$ cat config.mk
export PLATFORM = sky130hd
export DESIGN_NAME = decode_stage
export DESIGN_NICKNAME = d
export VERILOG_FILES = /design/src/rtl/decode_pkg.sv /design/src/rtl/decode_scoreboard.sv /design/src/rtl/decode_stage.sv
export SDC_FILE = /design/constraint.sdc
export NUM_CORES = 1
export LEC_CHECK = 0
export BUFFER_PORTS_ARGS = -buffer_cell sky130_fd_sc_hd__clkbuf_2
export CORE_MARGIN = 1.5
export CORE_UTILIZATION = 35
export CTS_CLUSTER_SIZE = 20
export DETAILED_ROUTE_END_ITERATION = 10
export GPL_ROUTABILITY_DRIVEN = 0
export GPL_TIMING_DRIVEN = 0
export PLACE_DENSITY_LB_ADDON = 0.3
export RECOVER_POWER = 25
export SYNTH_ARGS = -nofsm -noshare
export SYNTH_HDL_FRONTEND = slang
export SYNTH_HIERARCHICAL = 1
export SYNTH_SLANG_ARGS = --single-unit
$ cat constraint.sdc
create_clock -name clk -period 3.1 [get_ports clk]
set_input_delay 0.31 -clock clk [delete_from_list [all_inputs] [get_ports clk]]
set_output_delay 0.31 -clock clk [all_outputs]
set_load 0.05 [all_outputs]
$ cat src/rtl/decode_pkg.sv
`default_nettype none
// ============================================================================
// Module      : decode_pkg
// Description : Opcode/ALU encodings and the decoded-instruction record.
// Revision    : 1.0 - initial release
// ============================================================================
package decode_pkg;

    localparam logic [3:0] OP_NOP = 4'h0;
    localparam logic [3:0] OP_ADD = 4'h2;
    localparam logic [3:0] OP_SUB = 4'h4;
    localparam logic [3:0] OP_AND = 4'h6;
    localparam logic [3:0] OP_ORR = 4'h8;

    localparam logic [2:0] ALU_ADD = 3'd0;
    localparam logic [2:0] ALU_SUB = 3'd1;
    localparam logic [2:0] ALU_AND = 3'd2;
    localparam logic [2:0] ALU_ORR = 3'd3;

    // Field widths of the decoded record; the stage parameters must match these.
    localparam int DEC_ALU_OP_W = 3;
    localparam int DEC_REG_AW   = 4;
    localparam int DEC_IMM_W    = 16;

    typedef struct packed {
        logic                    alu_src;
        logic [DEC_ALU_OP_W-1:0] alu_op;
        logic [DEC_REG_AW-1:0]   rs1;
        logic [DEC_REG_AW-1:0]   rs2;
        logic [DEC_REG_AW-1:0]   rd;
        logic [DEC_IMM_W-1:0]    imm;
        logic                    reg_write;
        logic                    illegal;
    } decoded_t;

endpackage
`default_nettype wire

$ cat src/rtl/decode_scoreboard.sv
`default_nettype none
// ============================================================================
// Module      : decode_scoreboard
// Description : Per-register pending bits with set/clear/flush-clear and a
//               three-address hazard lookup.
// Revision    : 1.0 - initial release
// ============================================================================
module decode_scoreboard #(
    parameter int REG_AW = 4
) (
    input  logic              clk,
    input  logic              rst,
    input  logic              i_set_en,
    input  logic [REG_AW-1:0] i_set_addr,
    input  logic              i_clr_en,
    input  logic [REG_AW-1:0] i_clr_addr,
    input  logic              i_fl_en,
    input  logic [REG_AW-1:0] i_fl_addr,
    input  logic [REG_AW-1:0] i_rs1,
    input  logic [REG_AW-1:0] i_rs2,
    input  logic [REG_AW-1:0] i_rd,
    output logic              o_hit,
    output logic              o_busy
);

    localparam int c_NREG = 2 ** REG_AW;

    logic [c_NREG-1:0] r_pending;
    logic [c_NREG-1:0] w_next;

    // A set on the same register as a clear wins, so a newly issued writer
    // is never lost to an older writeback retiring that register.
    always_comb begin
        w_next = r_pending;
        for (int i = 0; i < c_NREG; i++) begin
            if (i_set_en && (i_set_addr == REG_AW'(i))) begin
                w_next[i] = 1'b1;
            end else if ((i_clr_en && (i_clr_addr == REG_AW'(i))) ||
                         (i_fl_en  && (i_fl_addr  == REG_AW'(i)))) begin
                w_next[i] = 1'b0;
            end
        end
    end

    always_ff @(posedge clk) begin
        if (rst) begin
            r_pending <= '0;
        end else begin
            r_pending <= w_next;
        end
    end

    assign o_hit  = r_pending[i_rs1] | r_pending[i_rs2] | r_pending[i_rd];
    assign o_busy = |r_pending;

endmodule
`default_nettype wire

$ cat src/rtl/decode_stage.sv
`default_nettype none
// ============================================================================
// Module      : decode_stage
// Description : Registered instruction-decode stage with valid/ready
//               handshake, RAW/WAW scoreboard, flush and stall counter.
// Revision    : 1.0 - initial release
// ============================================================================
module decode_stage
    import decode_pkg::*;
#(
    parameter  int INSTR_W  = 32,
    parameter  int REG_AW   = 4,
    parameter  int ALU_OP_W = 3,
    parameter  int CNT_W    = 16,
    localparam int IMM_W    = INSTR_W - 4 - 3 * REG_AW
) (
    input  logic                clk,
    input  logic                rst,
    input  logic                in_valid,
    output logic                in_ready,
    input  logic [INSTR_W-1:0]  in_instr,
    output logic                out_valid,
    input  logic                out_ready,
    output logic                out_alu_src,
    output logic [ALU_OP_W-1:0] out_alu_op,
    output logic [REG_AW-1:0]   out_rs1,
    output logic [REG_AW-1:0]   out_rs2,
    output logic [REG_AW-1:0]   out_rd,
    output logic [IMM_W-1:0]    out_imm,
    output logic                out_reg_write,
    output logic                out_illegal,
    input  logic                wb_valid,
    input  logic [REG_AW-1:0]   wb_rd,
    input  logic                flush,
    output logic [CNT_W-1:0]    stall_cnt,
    output logic                busy
);

    if (ALU_OP_W != DEC_ALU_OP_W || REG_AW != DEC_REG_AW || IMM_W != DEC_IMM_W) begin : g_width_check
        $error("decode_stage: parameters do not match decoded_t field widths");
    end

    logic [3:0]       w_op;
    decoded_t         w_dec;
    decoded_t         r_dec;
    logic             r_valid;
    logic [CNT_W-1:0] r_cnt;
    logic             w_hit;
    logic             w_hazard;
    logic             w_accept;

    assign w_op = in_instr[INSTR_W-1 -: 4];

    always_comb begin
        w_dec           = '0;
        w_dec.rs1       = in_instr[INSTR_W-5 -: REG_AW];
        w_dec.rs2       = in_instr[INSTR_W-5-REG_AW -: REG_AW];
        w_dec.rd        = in_instr[INSTR_W-5-2*REG_AW -: REG_AW];
        w_dec.imm       = in_instr[IMM_W-1:0];
        w_dec.alu_src   = 1'b1;
        w_dec.reg_write = 1'b1;
        case (w_op)
            OP_ADD:  w_dec.alu_op = ALU_ADD;
            OP_SUB:  w_dec.alu_op = ALU_SUB;
            OP_AND:  w_dec.alu_op = ALU_AND;
            OP_ORR:  w_dec.alu_op = ALU_ORR;
            default: begin
                w_dec.alu_src   = 1'b0;
                w_dec.reg_write = 1'b0;
                w_dec.illegal   = (w_op != OP_NOP);
            end
        endcase
    end

    // Only writers stall; NOP/illegal carry no destination to protect.
    assign w_hazard = in_valid & w_dec.reg_write & w_hit;
    assign in_ready = ~rst & ~flush & ~w_hazard & (~r_valid | out_ready);
    assign w_accept = in_valid & in_ready;

    decode_scoreboard #(
        .REG_AW (REG_AW)
    ) u_scoreboard (
        .clk        (clk),
        .rst        (rst),
        .i_set_en   (w_accept & w_dec.reg_write),
        .i_set_addr (w_dec.rd),
        .i_clr_en   (wb_valid),
        .i_clr_addr (wb_rd),
        .i_fl_en    (flush & r_valid & r_dec.reg_write),
        .i_fl_addr  (r_dec.rd),
        .i_rs1      (w_dec.rs1),
        .i_rs2      (w_dec.rs2),
        .i_rd       (w_dec.rd),
        .o_hit      (w_hit),
        .o_busy     (busy)
    );

    always_ff @(posedge clk) begin
        if (rst) begin
            r_valid <= 1'b0;
            r_dec   <= '0;
        end else if (flush) begin
            r_valid <= 1'b0;
        end else if (w_accept) begin
            r_valid <= 1'b1;
            r_dec   <= w_dec;
        end else if (out_ready) begin
            r_valid <= 1'b0;
        end
    end

    always_ff @(posedge clk) begin
        if (rst) begin
            r_cnt <= '0;
        end else if (w_hazard && !flush && (r_cnt != {CNT_W{1'b1}})) begin
            r_cnt <= r_cnt + 1'b1;
        end
    end

    assign out_valid     = r_valid;
    assign out_alu_src   = r_dec.alu_src;
    assign out_alu_op    = r_dec.alu_op;
    assign out_rs1       = r_dec.rs1;
    assign out_rs2       = r_dec.rs2;
    assign out_rd        = r_dec.rd;
    assign out_imm       = r_dec.imm;
    assign out_reg_write = r_dec.reg_write;
    assign out_illegal   = r_dec.illegal;
    assign stall_cnt     = r_cnt;

endmodule
`default_nettype wire

# Word-level counts from Yosys, hierarchy flattened

Index checks and enable logic that the tools add are counted.
Widths: inputs -> output; s select.

Add/subtract/negate cells: 1
Order comparisons: 3
Equality and inequality tests: 50
Muxes and demuxes: 43
Bitwise gates (word level): 16
Reductions and logical operators: 92

Operators by type and width:

| kind                  | number |
|---|---|
| $eq 4x4->1 const B    | 25 |
| $eq 4x3->1 const B    | 14 |
| $logic_and 1x1->1     | 50 |
| $mux 1                | 38 |
| $reduce_bool 2->1     | 17 |
| $eq 4x2->1 const B    | 7 |
| $add 16x1->16 const B | 1 |
| $logic_or 1x1->1      | 16 |
| $ne 16x16->1 const B  | 1 |
| $reduce_or 16->1      | 1 |
| $lt 4x5->1 const B    | 3 |
| $bmux 1 s4            | 3 |
| $eq 4x1->1 const B    | 3 |
| $logic_not 4->1       | 3 |
| $and 1x1->1           | 9 |
| $pmux 2 s3            | 1 |
| $not 1->1             | 4 |
| $reduce_bool 4->1     | 1 |
| $reduce_or 4->1       | 1 |
| $or 1x1->1            | 3 |
| $mux 2                | 1 |
| $reduce_and 2->1      | 1 |
| $reduce_or 2->1       | 1 |
| $logic_not 1->1       | 1 |

Flip-flop bits (word level): 67
Output and inout bits: 53
Word-level logic and storage cells: 231

# Depth between registers and ports, before layout

Depth after elaboration: 12
Mapped depth: 9
Depth with buffers taken out: 9

# Modules after synthesis

Netlist, hierarchy kept.

Modules (own cells, without submodules):

| module            | instances | cells each | area an instance (um2) |
|---|---|---|---|
| decode_stage      | 1         | 280        | 2278.4 |
| decode_scoreboard | 1         | 131        | 1228.7 |

# Worst setup path after synthesis

No wires, ideal clock.

Path type: input -> output
Start: input in_instr[25]
End: output in_ready
Arrival time: 2839 ps
Slack: -49 ps
Stages: 7
Path buffers: 1
Cells stage by stage: mux4_1 mux4_2 or3_1 inv_1 a211oi_1 clkbuf_1 a21oi_1

Longest elaborated chain between the ends: 8

Ends and longest elaborated chain:

| what                         | RTL line                | source |
|---|---|---|
| start, declared              | decode_stage.sv:21      | `input logic [INSTR_W-1:0] in_instr,` |
| $bmux 1 s4                   | decode_scoreboard.sv:53 | `assign o_hit = r_pending[i_rs1] \| r_pending[i_rs2] \| r_pending[i_rd];` |
| $mux 1 (not written as such) | decode_scoreboard.sv:53 |  |
| $or 1x1->1 (2 in series)     | decode_scoreboard.sv:53 |  |
| named net w_hit              | decode_stage.sv:48      | `logic w_hit;` |
| $and 1x1->1                  | decode_stage.sv:76      | `assign w_hazard = in_valid & w_dec.reg_write & w_hit;` |
| $not 1->1                    | decode_stage.sv:77      | `assign in_ready = ~rst & ~flush & ~w_hazard & (~r_valid \| out_ready);` |
| $and 1x1->1 (2 in series)    | decode_stage.sv:77      |  |
| end, declared                | decode_stage.sv:20      | `output logic in_ready,` |

The timed path passes the listed nets, and every way through them passes these cells. The select of a mux whose other input is x is not followed.

# Worst setup path after layout

Start: register u_scoreboard.r_pending[11]
End: output in_ready

Longest elaborated chain between the ends: 8
Elaborated cells on any way between the ends: 12
Classes of those cells: 6 x mux; 6 x bitwise

Ends and longest elaborated chain:

| what                          | RTL line                | source |
|---|---|---|
| start, declared               | decode_scoreboard.sv:28 | `logic [c_NREG-1:0] r_pending;` |
| start signal, assigned        | decode_scoreboard.sv:49 | `r_pending <= w_next;` |
| $bmux 1 s4                    | decode_scoreboard.sv:53 |  |
| $mux 1 (not written as such)  | decode_scoreboard.sv:53 |  |
| $or 1x1->1                    | decode_scoreboard.sv:53 |  |
| $or 1x1->1 (*)                | decode_scoreboard.sv:53 |  |
| named net w_hit               | decode_stage.sv:48      |  |
| $and 1x1->1 (*)               | decode_stage.sv:76      |  |
| $not 1->1 (*)                 | decode_stage.sv:77      |  |
| $and 1x1->1 (*) (2 in series) | decode_stage.sv:77      |  |

Mark *: on every way through the listed nets, which the timed path passes. The rest lies on a longest branch. The select of a mux whose other input is x is not followed.

==> impl_metrics.py <==
metrics = {
    "logic_synthesis": {
        "yosysTopAreaCell": "dfxtp_1",
        "synthTopCellsByArea": "dfxtp_1 (37%), nand3_1 (8.0%), a21oi_1 (6.8%), o21ai_0 (5.7%), a22oi_1 (4.5%)",
        "mappedNetlistNets": 454,
        "ys_types": 47,
        "synth_ff_type": "dfxtp_1",
        "synth-edff-count": 0,
        "ys_ff_latch": 65,
        "async_flop_share_pct": 0,
        "yosysTopAreaCellShare_pct": 37.10,
        "avgSynthCellArea_um2": 8.533,
        "synth.yosys.seq_area_share_pct": 37.10,
        "synthesis.area_um2": 3507,
        "yosysWarnings": 6,
        "synthCells": 411,
    },
    "route": {
        "ant_nets": 0,
        "drt_iter0_drc": 191,
        "drtPass1Iterations": 5,
        "drc": 0,
        "vias": 3681,
        "wl_per_cell_um": 16.50,
        "viasPerCell": 5.654,
        "drt_wl_total_mm": 10.74,
    },
    "die": {
        "die_area_um2": 10630,
        "io_pins": 95,
        "die_y_um": 103.1,
        "core_um2": 9729,
        "dieWidth_um": 103.1,
        "start_util_pct": 36.05,
        "num_rows": 36,
    },
    "finish": {
        "areaGrowthSynthToFinish_pct": 24.01,
        "fin_area_um2": 4349,
        "fill_cells": 1018,
        "layout_common_cells": "clkbuf_2 (62), dfxtp_1 (60), nand3_1 (56)",
        "layout-drive-gt1-share_pct": 20.27,
        "seqCellArea_um2": 1308,
        "final_common_cell": "clkbuf_2",
        "num-nets-final": 556,
        "multi_input_area_um2": 2083,
        "diodes": 0,
    },
    "grt": {
        "grt.total_usage_pct": 21.12,
        "antenna_found_initial": 0,
        "grt_max_degree": 14,
        "grt_pass1_wl_mm": 17.43,
        "grt_pass1_vias": 3510,
        "overflow": 0,
    },
    "worst_setup_path": {
        "critPathKind": "flip-flop to output port",
        "critical_path_required_ns": 2.79,
        "cp-start-kind": "flip-flop",
        "path_cells": "mux4_1, mux4_2, or3_4, inv_2, a211oi_2, a21oi_2, buf_8",
        "cp.arrival_ns": 2.65,
        "slowest_stage": "mux4_1",
        "end_kind": "output port",
        "max_stage_delay_ns": 0.50,
        "crit_path_max_fanout": 7,
        "critical_path.top_delay_family": "multiplexers",
        "regToRegSetupSlack_ns": 0.20,
        "worst-path-buf-inv": 2,
    },
    "timing": {
        "slew_viol_final": 0,
        "slew_headroom_pct": 36.40,
        "finalCriticalPeriod_ns": 2.957,
        "skew_ns": 0.01362,
        "finalCritPeriodShare_pct": 95.40,
        "worst_pin_slew_ns": 0.9453,
        "grt_setup_unrepaired": "no",
        "fmax_mhz": 338.1,
        "finalSetupViolations": 0,
        "hold_viol_final": 0,
        "setup_tns_ns": 0,
    },
    "clock_network": {
        "numCtsBuffers": 9,
        "clkLatencyLatePin_ns": 0.35,
        "htree_levels": 3,
        "hold_buffers": 0,
        "cts_tree": "built",
        "clk_pin_slew_worst_paths_ns": 0.08,
        "cts_buffer_depth": 2,
        "cts_sinks": 65,
        "cts_root_buf": "clkbuf_8",
    },
    "pwr": {
        "p_leak_uw": 0.001557,
        "power_density_nw_per_um2": 438.2,
        "vdd_drop_max_uv": 242.0,
    },
    "run": {
        "maxCapViolations": 0,
    },
    "place": {
        "portBuffers": 92,
        "placed_cell_area_um2": 4138,
        "dp_hpwl_mm": 8.043,
    },
    "status": {
        "status": "finished, final reports clean",
    },
    "hold_path": {
        "hp-class": "input port to flip-flop",
    },
}
==> worst reg2reg max path, delay by kind of cell, from the launching register on <==
family          cells  cell delay [ns]
compound gates      1             0.19
buf+inv             1             0.09
flops               1             0.35
simple gates        4             1.23
mux                 2             0.98
==> cell usage after synthesis, types with 2 or more instances <==
library cell	number
dfxtp_1	65
nand3_1	56
a21oi_1	48
o21ai_0	40
nor2_1	22
a22oi_1	21
clkbuf_1	17
nor2b_1	12
nand2_1	9
nor4_1	9
and3_1	8
mux4_2	7
nand4_1	7
o31ai_1	7
or4_1	7
inv_1	6
mux2_2	6
buf_1	5
and3b_1	4
mux2_1	4
mux4_1	4
nor3b_1	4
o22ai_1	4
a32oi_1	3
nand2b_1	3
nor3_1	3
a211o_1	2
a211oi_1	2
and2_1	2
and4_1	2
buf_4	2
mux2i_1	2
nand3b_1	2
o311a_1	2
or3_1	2
==> layer usage <==
metal | vias up | share of wire, % | global-route usage [%]
met3 | 14 | 6.6 | 4.881
li1 | 1787 | - | -
met2 | 118 | 47 | 32.89
met5 | - | 0 | 0
met1 | 1762 | 45 | 28.33
met4 | 0 | 1.6 | 8.420
==> kinds of logic after synthesis <==
family	synth area share, %
simple gates	24.19
other cells	0.1069
compound gates	22.83
fa+ha+maj	0.3567
xor+xnor	0.2498
flops	37.10
buf+inv	3.888
mux	11.27
==> final cells by class <==
type | count | area share, %
flip-flops and latches | 65 | 30.06
clock buffers | 12 | 3.337
multi-input cells | 314 | 47.90
inverters | 6 | 0.5178
plain buffers | 24 | 2.445
clock inverters | 4 | 1.755
well taps | 133 | 3.826
repair buffers | 93 | 10.16
==> stage by stage <==
stage,worst slack [ns],util [%],std cells,hold WS (ns),total power [µW]
finish,0.1425,44.70,651,0.1944,1906
global route,0.04559,44.70,651,0.1835,1988
CTS,0.01041,45.13,653,0.1754,1932
detailed placement,-0.1889,42.53,636,0.4699,1111
global placement,-0.1614,42.53,636,0.4607,1105
floorplan,0.2487,-,411,0.4577,1019
==> where the power goes <==
group          switching (µW)  internal [µW]  total (µW)
combinational             165           68.5         234
clock                     335            477         812
sequential               11.1            849         860
==> path summary, 6_finish.rpt <==
| check | from | endpoint | cells past startpoint |
|---|---|---|---|
| worst min register to register | out_imm[2]$_SDFFE_PP0P_ | out_imm[2]$_SDFFE_PP0P_ | 2 |
| worst max register to register | u_scoreboard/r_pending[11]$_SDFFE_PP0P_ | u_scoreboard/r_pending[1]$_SDFFE_PP0P_ | 8 |
| worst max-delay path | u_scoreboard/r_pending[11]$_SDFFE_PP0P_ | in_ready | 7 |
| worst min-delay path | in_instr[6] | out_imm[6]$_SDFFE_PP0P_ | 3 |
==> registers in the layout, summed over array words and instances (netlist names) <==
name                    cells
out_imm                    16
stall_cnt                  16
u_scoreboard/r_pending     16
out_rd                      4
out_rs1                     4
out_rs2                     4
out_alu_op                  2
out_alu_src                 1
out_illegal                 1
out_valid                   1
==> what timing repair did <==
action | CTS | global route
setup buffers | 1 | 0
resized for setup | 8 | 5
pin swaps | 0 | 0
endpoints found under the setup margin | 2 | 5
Note: power is estimated with default switching activity, not from simulation.
